==> src/rtl/if_stage.sv <==
// rtl/if_stage.sv - MIPS instruction fetch stage with IF/ID register and load-use detection
module if_stage #(
    parameter logic [31:0] RESET_PC = 32'h0000_0000
) (
    input  logic        clk,
    input  logic        rst,
    output logic [31:0] imem_addr,
    input  logic [31:0] imem_data,
    input  logic        branch_taken,
    input  logic [15:0] branch_imm16,
    input  logic        ex_mem_to_reg,
    input  logic [4:0]  ex_rt,
    input  logic        ext_stall,
    output logic [31:0] pc,
    output logic [31:0] ifid_inst,
    output logic [31:0] ifid_pc4,
    output logic        ifid_valid,
    output logic        bubble
);

    logic [4:0]  id_rs;
    logic [4:0]  id_rt;
    logic        hazard;
    logic        stall;
    logic        redirect;
    logic [31:0] pc_plus4;
    logic [31:0] branch_target;

    assign id_rs = ifid_inst[25:21];
    assign id_rt = ifid_inst[20:16];

    // rt is compared even for I-type consumers; an occasional spurious stall is harmless
    assign hazard = ifid_valid & ex_mem_to_reg & (ex_rt != 5'd0)
                  & ((ex_rt == id_rs) | (ex_rt == id_rt));

    assign bubble   = hazard;
    assign stall    = hazard | ext_stall;
    assign redirect = branch_taken & ifid_valid & ~stall;

    assign pc_plus4      = pc + 32'd4;
    assign branch_target = ifid_pc4 + {{14{branch_imm16[15]}}, branch_imm16, 2'b00};
    assign imem_addr     = pc;

    always_ff @(posedge clk or posedge rst) begin
        if (rst) begin
            pc         <= RESET_PC;
            ifid_inst  <= 32'h0;
            ifid_pc4   <= 32'h0;
            ifid_valid <= 1'b0;
        end else if (stall) begin
            // freeze: a branch in ID waits for its operands and is re-evaluated next cycle
            pc         <= pc;
            ifid_inst  <= ifid_inst;
            ifid_pc4   <= ifid_pc4;
            ifid_valid <= ifid_valid;
        end else if (redirect) begin
            // squash the wrong-path fetch with sll $0 NOP
            pc         <= branch_target;
            ifid_inst  <= 32'h0;
            ifid_pc4   <= pc_plus4;
            ifid_valid <= 1'b0;
        end else begin
            pc         <= pc_plus4;
            ifid_inst  <= imem_data;
            ifid_pc4   <= pc_plus4;
            ifid_valid <= 1'b1;
        end
    end

endmodule

==> config.mk <==
export PLATFORM = sky130hd
export DESIGN_NAME = if_stage
export DESIGN_NICKNAME = d
export VERILOG_FILES = /design/src/rtl/if_stage.sv
export SDC_FILE = /design/constraint.sdc
export NUM_CORES = 1
export LEC_CHECK = 0
export ABC_AREA = 1
export CAP_MARGIN = 25
export CELL_PAD_IN_SITES_DETAIL_PLACEMENT = 1
export CELL_PAD_IN_SITES_GLOBAL_PLACEMENT = 1
export CORE_AREA = 8 8 134 136
export CTS_CLUSTER_DIAMETER = 150
export CTS_CLUSTER_SIZE = 28
export DETAILED_ROUTE_END_ITERATION = 6
export DIE_AREA = 0 0 142 144
export DONT_BUFFER_PORTS = 1
export GPL_TIMING_DRIVEN = 0
export MAX_ROUTING_LAYER = met4
export PLACE_DENSITY_LB_ADDON = 0.1
export SYNTH_ARGS = -nofsm -noshare
export SYNTH_HDL_FRONTEND = slang
export SYNTH_SLANG_ARGS = --single-unit
==> constraint.sdc <==
create_clock -name clk -period 3.9 [get_ports clk]
set_input_delay 0.975 -clock clk [delete_from_list [all_inputs] [get_ports clk]]
set_output_delay 0.975 -clock clk [all_outputs]
set_load 0.02 [all_outputs]
**After elaboration in Yosys (flattened, before gate mapping)**

Cells that the tools add are included.

- Add/sub/neg operators: 2
- Equal/unequal tests: 2
- Muxes and demuxes: 3
- Bitwise operators: 8
- Reductions and logical operators: 1

Operators by type and width:

| cell | count |
|---|---|
| two-way mux 32 bit | 2 |
| adder 32 x 3 -> 32 bit (second input constant) | 1 |
| adder 32 bit | 1 |
| == test 5 bit | 2 |
| AND 1 bit | 5 |
| nonzero test 5 bit | 1 |
| bitwise OR 1 bit | 2 |
| two-way mux 1 bit | 1 |
| inverter 1 bit | 1 |

- Register bits: 97
- Input port bits: 58
- Output and inout bits: 130
- Word-level logic and storage cells: 20

**Logic depth before layout (Yosys ltp)**

- Depth after elaboration: 7
- Mapped depth: 14
- Mapped depth without buffers: 13

**Least setup slack after synthesis**

OpenSTA, ideal clock, no wires.

- Kind: in2out
- From: input port ex_rt[1]
- To: output port bubble
- Arrival time: 1.550 ns
- Required time: 2.925 ns
- Slack: 1.375 ns
- Cell stages on the path: 8
- Path buffers: 0
- Cells stage by stage: inv_1 nand2_1 nand2_1 nor2_1 nand3_1 nand2_1 nand2_1 inv_1

- Word-level cells in the longest chain between the ends: 3
- Elaborated cells on any way between the ends: 6
- Those cells by class: eq/ne (2); bitwise (3); reduce/logical (1)

RTL lines:

| element | RTL line | text |
|---|---|---|
| start: declaration | 12 | `input logic [4:0] ex_rt,` |
| == test 5 bit / nonzero test 5 bit (equally long branches) | 34, 33 |  |
| bitwise OR 1 bit / AND 1 bit (equally long branches) | 34, 33 |  |
| AND 1 bit * | 34 | `& ((ex_rt == id_rs) \| (ex_rt == id_rt));` |
| end: declaration | 18 | `output logic bubble` |

Every way passes the cells marked *; elsewhere a longest branch is shown, timed or not.

**Worst setup path after layout**

Same ends and word-level chain as after synthesis.

==> flow_summary.html <==
<table>
<tr><th>Metric</th><th>Value</th></tr>
<tr><th colspan="2">GRT</th></tr>
<tr><td>Total GRT Usage</td><td>between 20% and 30%</td></tr>
<tr><td>Largest net degree at the start of global routing</td><td>50</td></tr>
<tr><td>Vias in the first global route</td><td>just under 7000</td></tr>
<tr><td>Number of antenna violations at the first check in global routing</td><td>0</td></tr>
<tr><td>Global-route wire length before repair</td><td>38000 µm</td></tr>
<tr><td>Remaining global-route overflow</td><td>0</td></tr>
<tr><th colspan="2">Finish</th></tr>
<tr><td>Antenna diode count</td><td>0</td></tr>
<tr><td>Final non-filler cell area</td><td>7620 µm²</td></tr>
<tr><td>Area growth from synthesis to layout</td><td>8.73%</td></tr>
<tr><td>Total number of nets in the final design</td><td>around 1100</td></tr>
<tr><td>Proportion of layout cells with a drive suffix above 1</td><td>roughly 7.4%</td></tr>
<tr><th colspan="2">Clocking</th></tr>
<tr><td>Max Buffers Root-to-Sink</td><td>2</td></tr>
<tr><td>Number of H-tree levels</td><td>3</td></tr>
<tr><td>Hold_buf cts</td><td>0</td></tr>
<tr><td>Clock-pin slew reported for the worst setup and hold paths after clock tree synthesis</td><td>0.08 ns</td></tr>
<tr><td>Num Clock Sinks</td><td>between 90 and 100</td></tr>
<tr><td>Clock Tree Root</td><td>clkbuf_16</td></tr>
<tr><td>Total CTS buffers</td><td>9</td></tr>
<tr><td>Clock tree from TritonCTS</td><td>built</td></tr>
<tr><td>PostCTS Resize Cnt</td><td>0</td></tr>
<tr><td>Clk Latency, worst-skew pair</td><td>roughly 0.36 ns</td></tr>
<tr><td>Setup Fix Bufs, Post-CTS</td><td>0</td></tr>
<tr><th colspan="2">Yosys</th></tr>
<tr><td>Proportion of synthesized area in mux cells</td><td>0%</td></tr>
<tr><td>Top cell type's share of synthesized area</td><td>roughly a third</td></tr>
<tr><td>Largest cells by area after synthesis</td><td>dfrtp_1 (35%), nand2_1 (20%), nor2_1 (8.6%)</td></tr>
<tr><td>Average cell area after synthesis</td><td>between 6 and 7 µm²</td></tr>
<tr><td>Leading cell type by number of instances after synthesis</td><td>nand2_1</td></tr>
<tr><td>Async S/R FF share, synth</td><td>between 90% and 100%</td></tr>
<tr><td>Largest family of logic cells by synthesized area</td><td>simple AND/OR/NAND/NOR gates</td></tr>
<tr><td>Dominant synthesized flop cell</td><td>dfrtp_1</td></tr>
<tr><td>Synthesized instance count</td><td>just over 1000</td></tr>
<tr><td>Register bit count reported by yosys</td><td>just under 100</td></tr>
<tr><td>Share of the synthesized area in compound gates (AO/OA/AOI/OAI)</td><td>under 10%</td></tr>
<tr><td>Net count after synthesis</td><td>between 1000 and 1500</td></tr>
<tr><td>Biggest area consumer among synthesized cells</td><td>dfrtp_1</td></tr>
<tr><td>XOR/XNOR share of the synthesized area</td><td>around 4.7%</td></tr>
<tr><td>Post-synthesis sequential area ratio</td><td>between 30% and 40%</td></tr>
<tr><td>Commonest cells post-synth</td><td>nand2_1 (378), nor2_1 (160), inv_1 (100), dfrtp_1 (97), nand3_1 (56)</td></tr>
<tr><td>Yosys warning total</td><td>0</td></tr>
<tr><td>Fraction of the mapped netlist area in adder cells</td><td>under 10%</td></tr>
<tr><td>Synth unique cells</td><td>34</td></tr>
<tr><td>Post-synth EDFFs</td><td>0</td></tr>
<tr><td>Synth Area in Simple Gates</td><td>between 30% and 40%</td></tr>
<tr><td>Cell area after synthesis</td><td>approximately 7000 µm²</td></tr>
<tr><th colspan="2">Setup path</th></tr>
<tr><td>Startpoint of the most critical register-to-register path</td><td>ifid_pc4[2]</td></tr>
<tr><td>Destination of the worst register-to-register timing path</td><td>imem_addr[24]</td></tr>
<tr><td>Number of cells on the worst reg-to-reg path</td><td>12</td></tr>
<tr><td>Critical path capture point type</td><td>output pin</td></tr>
<tr><td>Setup CP Type</td><td>primary input to output pin</td></tr>
<tr><td>Critical path peak fanout</td><td>3</td></tr>
<tr><td>Data required time at the worst endpoint</td><td>between 2 and 3 ns</td></tr>
<tr><td>Arrival @ worst endpoint</td><td>between 1.5 and 2 ns</td></tr>
<tr><td>Critical path launch point type</td><td>primary input</td></tr>
<tr><td>Slack of the worst reg-to-reg path</td><td>about 1.4 ns</td></tr>
<tr><th colspan="2">STA</th></tr>
<tr><td>Post-route minimum period</td><td>2.66 ns</td></tr>
<tr><td>Final Cycle Share</td><td>68.1%</td></tr>
<tr><td>Setup skew after layout</td><td>0.00787 ns</td></tr>
<tr><td>Max Transition Viols Final</td><td>0</td></tr>
<tr><td>Worst-case headroom to the max-slew limit</td><td>54.9%</td></tr>
<tr><td>Setup TNS Final</td><td>0 ns</td></tr>
<tr><td>Endpoints failing setup</td><td>0</td></tr>
<tr><td>Final number of hold-violating endpoints</td><td>0</td></tr>
<tr><td>RSZ-0062 raised after global routing</td><td>false</td></tr>
<tr><td>Highest clock frequency the design can meet</td><td>approximately 0.38 GHz</td></tr>
<tr><td>Tightest Pin Transition</td><td>between 0.6 and 0.7 ns</td></tr>
<tr><th colspan="2">Die</th></tr>
<tr><td>I/O Pins</td><td>between 150 and 200</td></tr>
<tr><td>Standard-cell row count</td><td>between 40 and 50</td></tr>
<tr><td>Die Footprint</td><td>roughly 20000 µm²</td></tr>
<tr><td>Core Area</td><td>approximately 16000 µm²</td></tr>
<tr><td>Initial cell density of the core</td><td>a little over two fifths</td></tr>
<tr><td>Y dimension of the die</td><td>roughly 140 µm</td></tr>
<tr><td>Width of the die</td><td>142 µm</td></tr>
<tr><th colspan="2">Detailed routing</th></tr>
<tr><td>Detailed-route wire length</td><td>~25000 µm</td></tr>
<tr><td>First-pass iteration count of the detailed router</td><td>4</td></tr>
<tr><td>Post-detailed-route DRC marker count</td><td>0</td></tr>
<tr><td>Vias per Instance</td><td>5.15</td></tr>
<tr><td>Post-detailed-route wirelength per cell</td><td>just under 20 µm</td></tr>
<tr><td>Antenna Nets Post-Route</td><td>0</td></tr>
<tr><td>Violation count after the first detailed-route iteration</td><td>around 320</td></tr>
<tr><td>Routed vias</td><td>roughly 6600</td></tr>
<tr><th colspan="2">Place</th></tr>
<tr><td>Count of input and output buffers</td><td>0</td></tr>
<tr><td>Post-detail-place hpwl</td><td>between 20000 and 25000 µm</td></tr>
<tr><td>Routability-driven placement congestion ratio</td><td>between 0.9 and 1</td></tr>
<tr><td>Placed inst area</td><td>between 7000 and 8000 µm²</td></tr>
<tr><th colspan="2">Job</th></tr>
<tr><td>Max-cap violations</td><td>0</td></tr>
<tr><th colspan="2">Pwr</th></tr>
<tr><td>Tot Pwr</td><td>~5.9 mW</td></tr>
<tr><td>P per Cell Area</td><td>776 nW/µm²</td></tr>
<tr><td>Worst-case vdd ir drop</td><td>366 µV</td></tr>
<tr><td>Leakage dissipation</td><td>just under 4 nW</td></tr>
<tr><th colspan="2">Status</th></tr>
<tr><td>Result of the run</td><td>finished, final reports clean</td></tr>
<tr><th colspan="2">Worst hold path</th></tr>
<tr><td>Path type of the worst min-delay path</td><td>primary input to async pin</td></tr>
</table>
-- area by class of cell --
type,count,area [µm²]
fill,2139,8430
tap,220,275
inverter,102,385
clock inverter,7,81.3
multi-input combinational,783,3810
buffer,57,385
clock buffer,9,225
timing repair buffer,1,27.5
sequential,97,2430
-- how the worst max path moves through the flow --
stage | slack (ns) | cells after the start | startpoint | endpoint
final | 1.24 | 8 | ex_rt[1] | bubble
after global routing | 1.13 | 8 | ex_rt[3] | bubble
after CTS | 1.24 | 8 | ex_rt[1] | bubble
after detailed placement | 0.98 | 12 | branch_imm16[0] | imem_addr[24]
after global placement | -0.88 | 1 | rst | ifid_pc4[9]
after floorplan | 0.39 | 1 | rst | ifid_inst[0]
-- layer usage --
| layer | vias up | part of all wire, % | track usage, % |
|---|---|---|---|
| met2 | 163 | 47 | 39.2 |
| met1 | 3128 | 44 | 31.5 |
| met3 | 28 | 6.4 | 5.48 |
| met4 | 0 | 2.4 | 7.91 |
| met5 | - | 0 | - |
| li1 | 3254 | - | - |
-- worst max-delay path, cell delays in order --
cell	delay, ns
inv_1	0.03
nand2_1	0.05
nand2_1	0.06
nor2_1	0.11
nand3_1	0.07
nand2_1	0.12
nand2_1	0.10
inv_1	0.17
-- power breakdown --
group          leakage, nW  total (mW)  internal [mW]  switching (mW)
sequential            1.17        2.28           1.31           0.962
combinational         2.64        2.70          0.967            1.74
clock                0.150       0.934          0.459           0.475
total                 3.96        5.91           2.74            3.17
-- cell usage in the layout (no fill, tap or decap), types with 2 or more instances in the layout --
master and instances:
a21o_1 2, a21oi_1 24, a22o_1 25, and2_1 4, buf_2 11, buf_4 36
buf_6 3, clkbuf_1 6, clkbuf_16 9, clkinv_4 2, clkinv_8 2, dfrtp_1 97
ha_1 30, inv_1 99, inv_2 2, inv_8 2, nand2_1 378, nand3_1 56
nand3b_1 6, nand4_1 3, nor2_1 160, nor2_2 3, nor3_1 7, o211ai_1 9
o21ai_0 24, o21ai_1 3, o21bai_1 3, xnor2_1 15, xor2_1 23
-- stage by stage --
stage | util, % | cells | setup WS [ns] | hold WS [ns]
floorplan | - | 1039 | 0.391 | 0.543
detailed placement | 45.6 | 1260 | 0.978 | 0.588
finish | 47.5 | 1276 | 1.24 | 0.576
CTS | 47.5 | 1276 | 1.24 | 0.596
global placement | 45.4 | 1259 | -0.879 | 0.570
global route | 47.5 | 1276 | 1.13 | 0.621
-- logic make-up after synthesis --
logic type                 after synthesis
AOI/OAI and AO/OA                       92
xor gates and xnor gates                38
adders and majority gates               31
buffers and inverters                  159
DFF                                     97
and+or+nand+nor                        622
-- sequential cells by signal (all words and copies together) (netlist names) --
register	flops
ifid_inst	32
ifid_pc4	32
ifid_valid	1
imem_addr	32
Power figures use the tool's default switching activity.
